===== src/rtl/mc_ctrl_fsm.sv =====
`default_nettype none
// ============================================================================
// Module      : mc_ctrl_fsm
// Description : Multi-cycle main control unit for the MIPS-subset datapath.
//               Sequences fetch/decode/execute/memory/write-back, drives all
//               datapath selects and enables, stalls on mem_ready and flags
//               unsupported opcodes with a registered one-cycle pulse.
// Revision    : 1.0 - initial release
// ============================================================================
module mc_ctrl_fsm #(
    parameter logic [5:0] OP_RTYPE = 6'b000000,
    parameter logic [5:0] OP_LW    = 6'b100011,
    parameter logic [5:0] OP_SW    = 6'b101011,
    parameter logic [5:0] OP_BEQ   = 6'b000100,
    parameter logic [5:0] OP_J     = 6'b000010,
    parameter logic [5:0] OP_ADDI  = 6'b001000
) (
    input  logic       clk,
    input  logic       rst_n,
    input  logic [5:0] opcode,
    input  logic       mem_ready,
    output logic       PCWrite,
    output logic       PCWriteCond,
    output logic       IorD,
    output logic       MemRead,
    output logic       MemWrite,
    output logic       IRWrite,
    output logic       MemtoReg,
    output logic       RegDst,
    output logic       RegWrite,
    output logic       ALUSrcA,
    output logic [1:0] ALUSrcB,
    output logic [1:0] ALUOp,
    output logic [1:0] PCSource,
    output logic       illegal_op,
    output logic [3:0] state
);

    localparam logic [3:0] c_IDLE     = 4'd0;
    localparam logic [3:0] c_FETCH    = 4'd1;
    localparam logic [3:0] c_DECODE   = 4'd2;
    localparam logic [3:0] c_MEMADR   = 4'd3;
    localparam logic [3:0] c_MEMRD    = 4'd4;
    localparam logic [3:0] c_MEMWB    = 4'd5;
    localparam logic [3:0] c_MEMWR    = 4'd6;
    localparam logic [3:0] c_EXEC     = 4'd7;
    localparam logic [3:0] c_RTYPE_WB = 4'd8;
    localparam logic [3:0] c_BRANCH   = 4'd9;
    localparam logic [3:0] c_JUMP     = 4'd10;
    localparam logic [3:0] c_ADDI_EX  = 4'd11;
    localparam logic [3:0] c_ADDI_WB  = 4'd12;

    logic [3:0] r_state;
    logic [3:0] w_next;
    logic       r_illegal;
    logic       w_illegal;

    // Next-state selection; opcode only matters in DECODE and MEMADR.
    always_comb begin
        w_next    = c_FETCH;
        w_illegal = 1'b0;
        case (r_state)
            c_IDLE:   w_next = c_FETCH;
            c_FETCH:  w_next = mem_ready ? c_DECODE : c_FETCH;
            c_DECODE: begin
                case (opcode)
                    OP_LW, OP_SW: w_next = c_MEMADR;
                    OP_RTYPE:     w_next = c_EXEC;
                    OP_BEQ:       w_next = c_BRANCH;
                    OP_J:         w_next = c_JUMP;
                    OP_ADDI:      w_next = c_ADDI_EX;
                    default: begin
                        w_next    = c_FETCH;
                        w_illegal = 1'b1;
                    end
                endcase
            end
            c_MEMADR: begin
                // A non-memory opcode here means IR changed under us; recover to FETCH.
                if (opcode == OP_LW)
                    w_next = c_MEMRD;
                else if (opcode == OP_SW)
                    w_next = c_MEMWR;
                else
                    w_next = c_FETCH;
            end
            c_MEMRD:    w_next = mem_ready ? c_MEMWB : c_MEMRD;
            c_MEMWB:    w_next = c_FETCH;
            c_MEMWR:    w_next = mem_ready ? c_FETCH : c_MEMWR;
            c_EXEC:     w_next = c_RTYPE_WB;
            c_RTYPE_WB: w_next = c_FETCH;
            c_BRANCH:   w_next = c_FETCH;
            c_JUMP:     w_next = c_FETCH;
            c_ADDI_EX:  w_next = c_ADDI_WB;
            c_ADDI_WB:  w_next = c_FETCH;
            default:    w_next = c_FETCH;
        endcase
    end

    // State and illegal-opcode pulse registers with synchronous active-low reset.
    always_ff @(posedge clk) begin
        if (!rst_n) begin
            r_state   <= c_IDLE;
            r_illegal <= 1'b0;
        end else begin
            r_state   <= w_next;
            r_illegal <= w_illegal;
        end
    end

    // Moore output decode; only FETCH gates IRWrite/PCWrite with mem_ready.
    always_comb begin
        PCWrite     = 1'b0;
        PCWriteCond = 1'b0;
        IorD        = 1'b0;
        MemRead     = 1'b0;
        MemWrite    = 1'b0;
        IRWrite     = 1'b0;
        MemtoReg    = 1'b0;
        RegDst      = 1'b0;
        RegWrite    = 1'b0;
        ALUSrcA     = 1'b0;
        ALUSrcB     = 2'b00;
        ALUOp       = 2'b00;
        PCSource    = 2'b00;
        case (r_state)
            c_FETCH: begin
                MemRead = 1'b1;
                ALUSrcB = 2'b01;
                IRWrite = mem_ready;
                PCWrite = mem_ready;
            end
            c_DECODE: begin
                ALUSrcB = 2'b11;
            end
            c_MEMADR: begin
                ALUSrcA = 1'b1;
                ALUSrcB = 2'b10;
            end
            c_MEMRD: begin
                MemRead = 1'b1;
                IorD    = 1'b1;
            end
            c_MEMWB: begin
                RegWrite = 1'b1;
                MemtoReg = 1'b1;
            end
            c_MEMWR: begin
                MemWrite = 1'b1;
                IorD     = 1'b1;
            end
            c_EXEC: begin
                ALUSrcA = 1'b1;
                ALUOp   = 2'b10;
            end
            c_RTYPE_WB: begin
                RegWrite = 1'b1;
                RegDst   = 1'b1;
            end
            c_BRANCH: begin
                ALUSrcA     = 1'b1;
                ALUOp       = 2'b01;
                PCWriteCond = 1'b1;
                PCSource    = 2'b01;
            end
            c_JUMP: begin
                PCWrite  = 1'b1;
                PCSource = 2'b10;
            end
            c_ADDI_EX: begin
                ALUSrcA = 1'b1;
                ALUSrcB = 2'b10;
            end
            c_ADDI_WB: begin
                RegWrite = 1'b1;
            end
            default: ;
        endcase
    end

    assign illegal_op = r_illegal;
    assign state      = r_state;

endmodule
`default_nettype wire


===== config.mk =====
export PLATFORM = sky130hd
export DESIGN_NAME = mc_ctrl_fsm
export DESIGN_NICKNAME = d
export VERILOG_FILES = /design/src/rtl/mc_ctrl_fsm.sv
export SDC_FILE = /design/constraint.sdc
export NUM_CORES = 1
export LEC_CHECK = 0
export CAP_MARGIN = 20
export CORE_MARGIN = 2
export CORE_UTILIZATION = 30
export CTS_BUF_LIST = sky130_fd_sc_hd__clkbuf_8
export CTS_CLUSTER_SIZE = 16
export DETAILED_ROUTE_END_ITERATION = 8
export GPL_TIMING_DRIVEN = 0
export SLEW_MARGIN = 25
export SYNTH_ARGS = -nofsm -noshare
export SYNTH_HDL_FRONTEND = slang
export SYNTH_SLANG_ARGS = --single-unit

===== constraint.sdc =====
create_clock -name clk -period 1.6 [get_ports clk]
set_input_delay 0.4 -clock clk [delete_from_list [all_inputs] [get_ports clk]]
set_output_delay 0.4 -clock clk [all_outputs]
set_load 0.01 [all_outputs]

==> flow_summary.json <==
{
  "status": "finished, violations left",
  "violations": "negative setup slack",
  "synth-xor-area-share_pct": 1.45,
  "nNetsFinal": 142,
  "synth_area_leader_cell": "dfxtp_1",
  "num_vias": 838,
  "dp_hpwl_um": 1360,
  "first_pass_iters": 4,
  "ys_types": 40,
  "diodes": 0,
  "clk_latency_ns": 0.24,
  "crit_path_end_kind": "primary output",
  "skew_ns": 0.00951,
  "leakage_nw": 0.562,
  "grt_pass1_wl_um": 3480,
  "grt_start_max_net_pins": 9,
  "hold_path.class": "flip-flop to flip-flop",
  "rows": 16,
  "relSlewSlack_pct": 77.1,
  "period_needed_ns": 1.69,
  "slowest_delay_ns": 0.36,
  "syn_inst": 84,
  "routedWlPerCell_um": 15.1,
  "rsz0062_at_grt": "true",
  "fp.dieArea_mm2": 0.00239,
  "slew_violations": 0,
  "yosysTopAreaCellShare_pct": 16.6,
  "crit_path_max_fanout": 6,
  "synth_area_leaders": "dfxtp_1 17%, nor2_1 8.1%, nand2_1 5.6%, buf_6 5.6%, a21oi_1 4.1%",
  "routabilityCongestion": 0.830,
  "fin_crit_sh_pct": 105,
  "initial_core_util_pct": 31.4,
  "area_growth_pct": 99.8,
  "avgSynthCellArea_um2": 7.19,
  "seq_area_um2": 113,
  "setup_ws_ns": -0.0873,
  "synth-seq-area-share_pct": 16.6,
  "cts_tree": "done",
  "ir_drop_v": 0.000272,
  "core_mm2": 0.00192,
  "final_cell_mix": "15 x buf_2, 12 x buf_4, 7 x nor2_2, 7 x nand2_1, 7 x clkdlybuf4s50_1",
  "power_density_mw_per_mm2": 489,
  "grt_usage_pct": 18.8,
  "overflow": 0,
  "synthSimpleGateAreaFrac_pct": 45.5,
  "first_global_vias": 781,
  "tightestPinTransition_ns": 0.343,
  "synth.cell_area_um2": 604,
  "drc_errors": 0,
  "critical_path_class": "flip-flop to primary output",
  "r2r_setup_slack_ns": 0.26,
  "yosys_warnings": 0,
  "portBuffers": 29,
  "path_clk_slew_ns": 0.04,
  "numCtsBuffers": 3,
  "die_height_um": 48.9,
  "ios": 30,
  "antenna_left": 0,
  "multi_input_area_um2": 558,
  "worstPathCellList": "buf_6 > buf_4 > nor3_4 > or2_1 > buf_2",
  "synth_compound_area_share_pct": 26.3,
  "synth_top_family_by_area": "simple AND/OR/NAND/NOR gates",
  "layout_commonest_cell": "buf_2",
  "startpoint_type": "flip-flop",
  "synthMuxAreaShare_pct": 0,
  "setup_viol_count_final": 5,
  "design_area_mm2": 0.00121,
  "num-fill-cells": 184,
  "place_ws_ns": -0.637,
  "wl_um": 2400,
  "grt_antenna_before_repair": 0,
  "layout-drive-gt1-share_pct": 55.3,
  "synth_seq_cells": 5,
  "clockBufferDepth": 2,
  "clock_sinks": 5,
  "cts_htree_levels": 1,
  "synth_fa_ha_area_share_pct": 0,
  "drv_cap": 0,
  "fmax_mhz": 593,
  "cts_root_buf": "clkbuf_8",
  "cpMaxStageDelayCell": "dfxtp_4",
  "cp_data_required_time_ns": 1.20,
  "hold_viol": 0,
  "viasPerCell": 5.27,
  "dpl-instance-area_um2": 933,
  "crit_arrival_ns": 1.29,
  "drt_iter0_drc": 43,
  "syn_nets": 93,
  "die_w_um": 48.9
}
-- layer usage --
metal,vias to the layer above,GRT usage (%),wire length (µm)
met4,0,12.4,76
met5,-,0,0
met3,7,3.37,146
met1,394,22.8,990
met2,38,30.4,1190
li1,399,-,-
-- kinds of logic after synthesis --
kind of cell    count (synthesis)
xor+xnor                        1
compound gates                 22
flops                           5
simple gates                   48
buf+inv                         8
-- synthesized netlist by cell type, drive strengths merged --
library cell / n
a21boi: 2
o21a: 1
dfxtp: 5
nor3: 7
a211oi: 1
a31oi: 2
inv: 2
and2: 1
a21oi: 5
nand2b: 7
nor2: 14
nand3b: 1
o21ai: 4
o2111ai: 1
nor2b: 1
nand4: 1
xor2: 1
buf: 6
nand3: 3
o22ai: 1
a32oi: 1
a211o: 1
nor4: 1
o221ai: 1
o31a: 1
or2: 1
and4: 1
nand2: 10
a311oi: 1
-- stage by stage --
stage,hold slack (ns),util [%],power [W],setup TNS (ns),std cells
CTS,0.630,56.7,0.000557,-0.197,155
detailed placement,0.681,48.6,0.000287,-5.63,140
floorplan,0.528,-,0.000215,0,84
global route,0.667,62.8,0.000610,-0.478,159
finish,0.640,62.8,0.000590,-0.162,159
global placement,0.673,48.6,0.000288,-5.70,140
-- flip-flops by register name, indices dropped and copies added (netlist names) --
| signal | count |
|---|---|
| state | 4 |
| illegal_op | 1 |
-- worst max-delay path, delay by kind of cell (launching register included) --
family / cells / cell delay, ns
buffers and inverters: 3 / 0.41
AND/OR/NAND/NOR: 2 / 0.28
flip-flops: 1 / 0.36
-- cell type report --
| type | count | area share, % |
|---|---|---|
| multi-input cells | 71 | 46.2 |
| well taps | 27 | 2.80 |
| inverters | 2 | 0.829 |
| plain buffers | 6 | 6.53 |
| clock inverters | 1 | 0.311 |
| repair buffers | 44 | 30.6 |
| flip-flops and latches | 5 | 9.33 |
| clock buffers | 3 | 3.42 |
-- path summary, 6_finish.rpt --
check / endpoint / depth (start not counted) / startpoint
worst max-delay path: PCWrite / 5 / state[3]
worst min-delay path: illegal_op / 3 / state[3]
worst max register to register: state[0] / 5 / state[2]
worst min register to register: illegal_op / 3 / state[3]
-- what timing repair did --
action	in CTS	in global routing
endpoints found under the setup margin	19	16
endpoints found under the hold margin	0	0
buffers inserted	10	4
pin swaps	5	3
hold buffers	0	0
gates cloned	1	0
resized for setup	91	24
-- power breakdown --
group	switching (W)	internal, W	total [W]
Clock	0.0000807	0.000166	0.000247
Combinational	0.000102	0.000113	0.000216
Sequential	0.00000253	0.000125	0.000128
No activity file was read; power rests on OpenSTA's default activity.
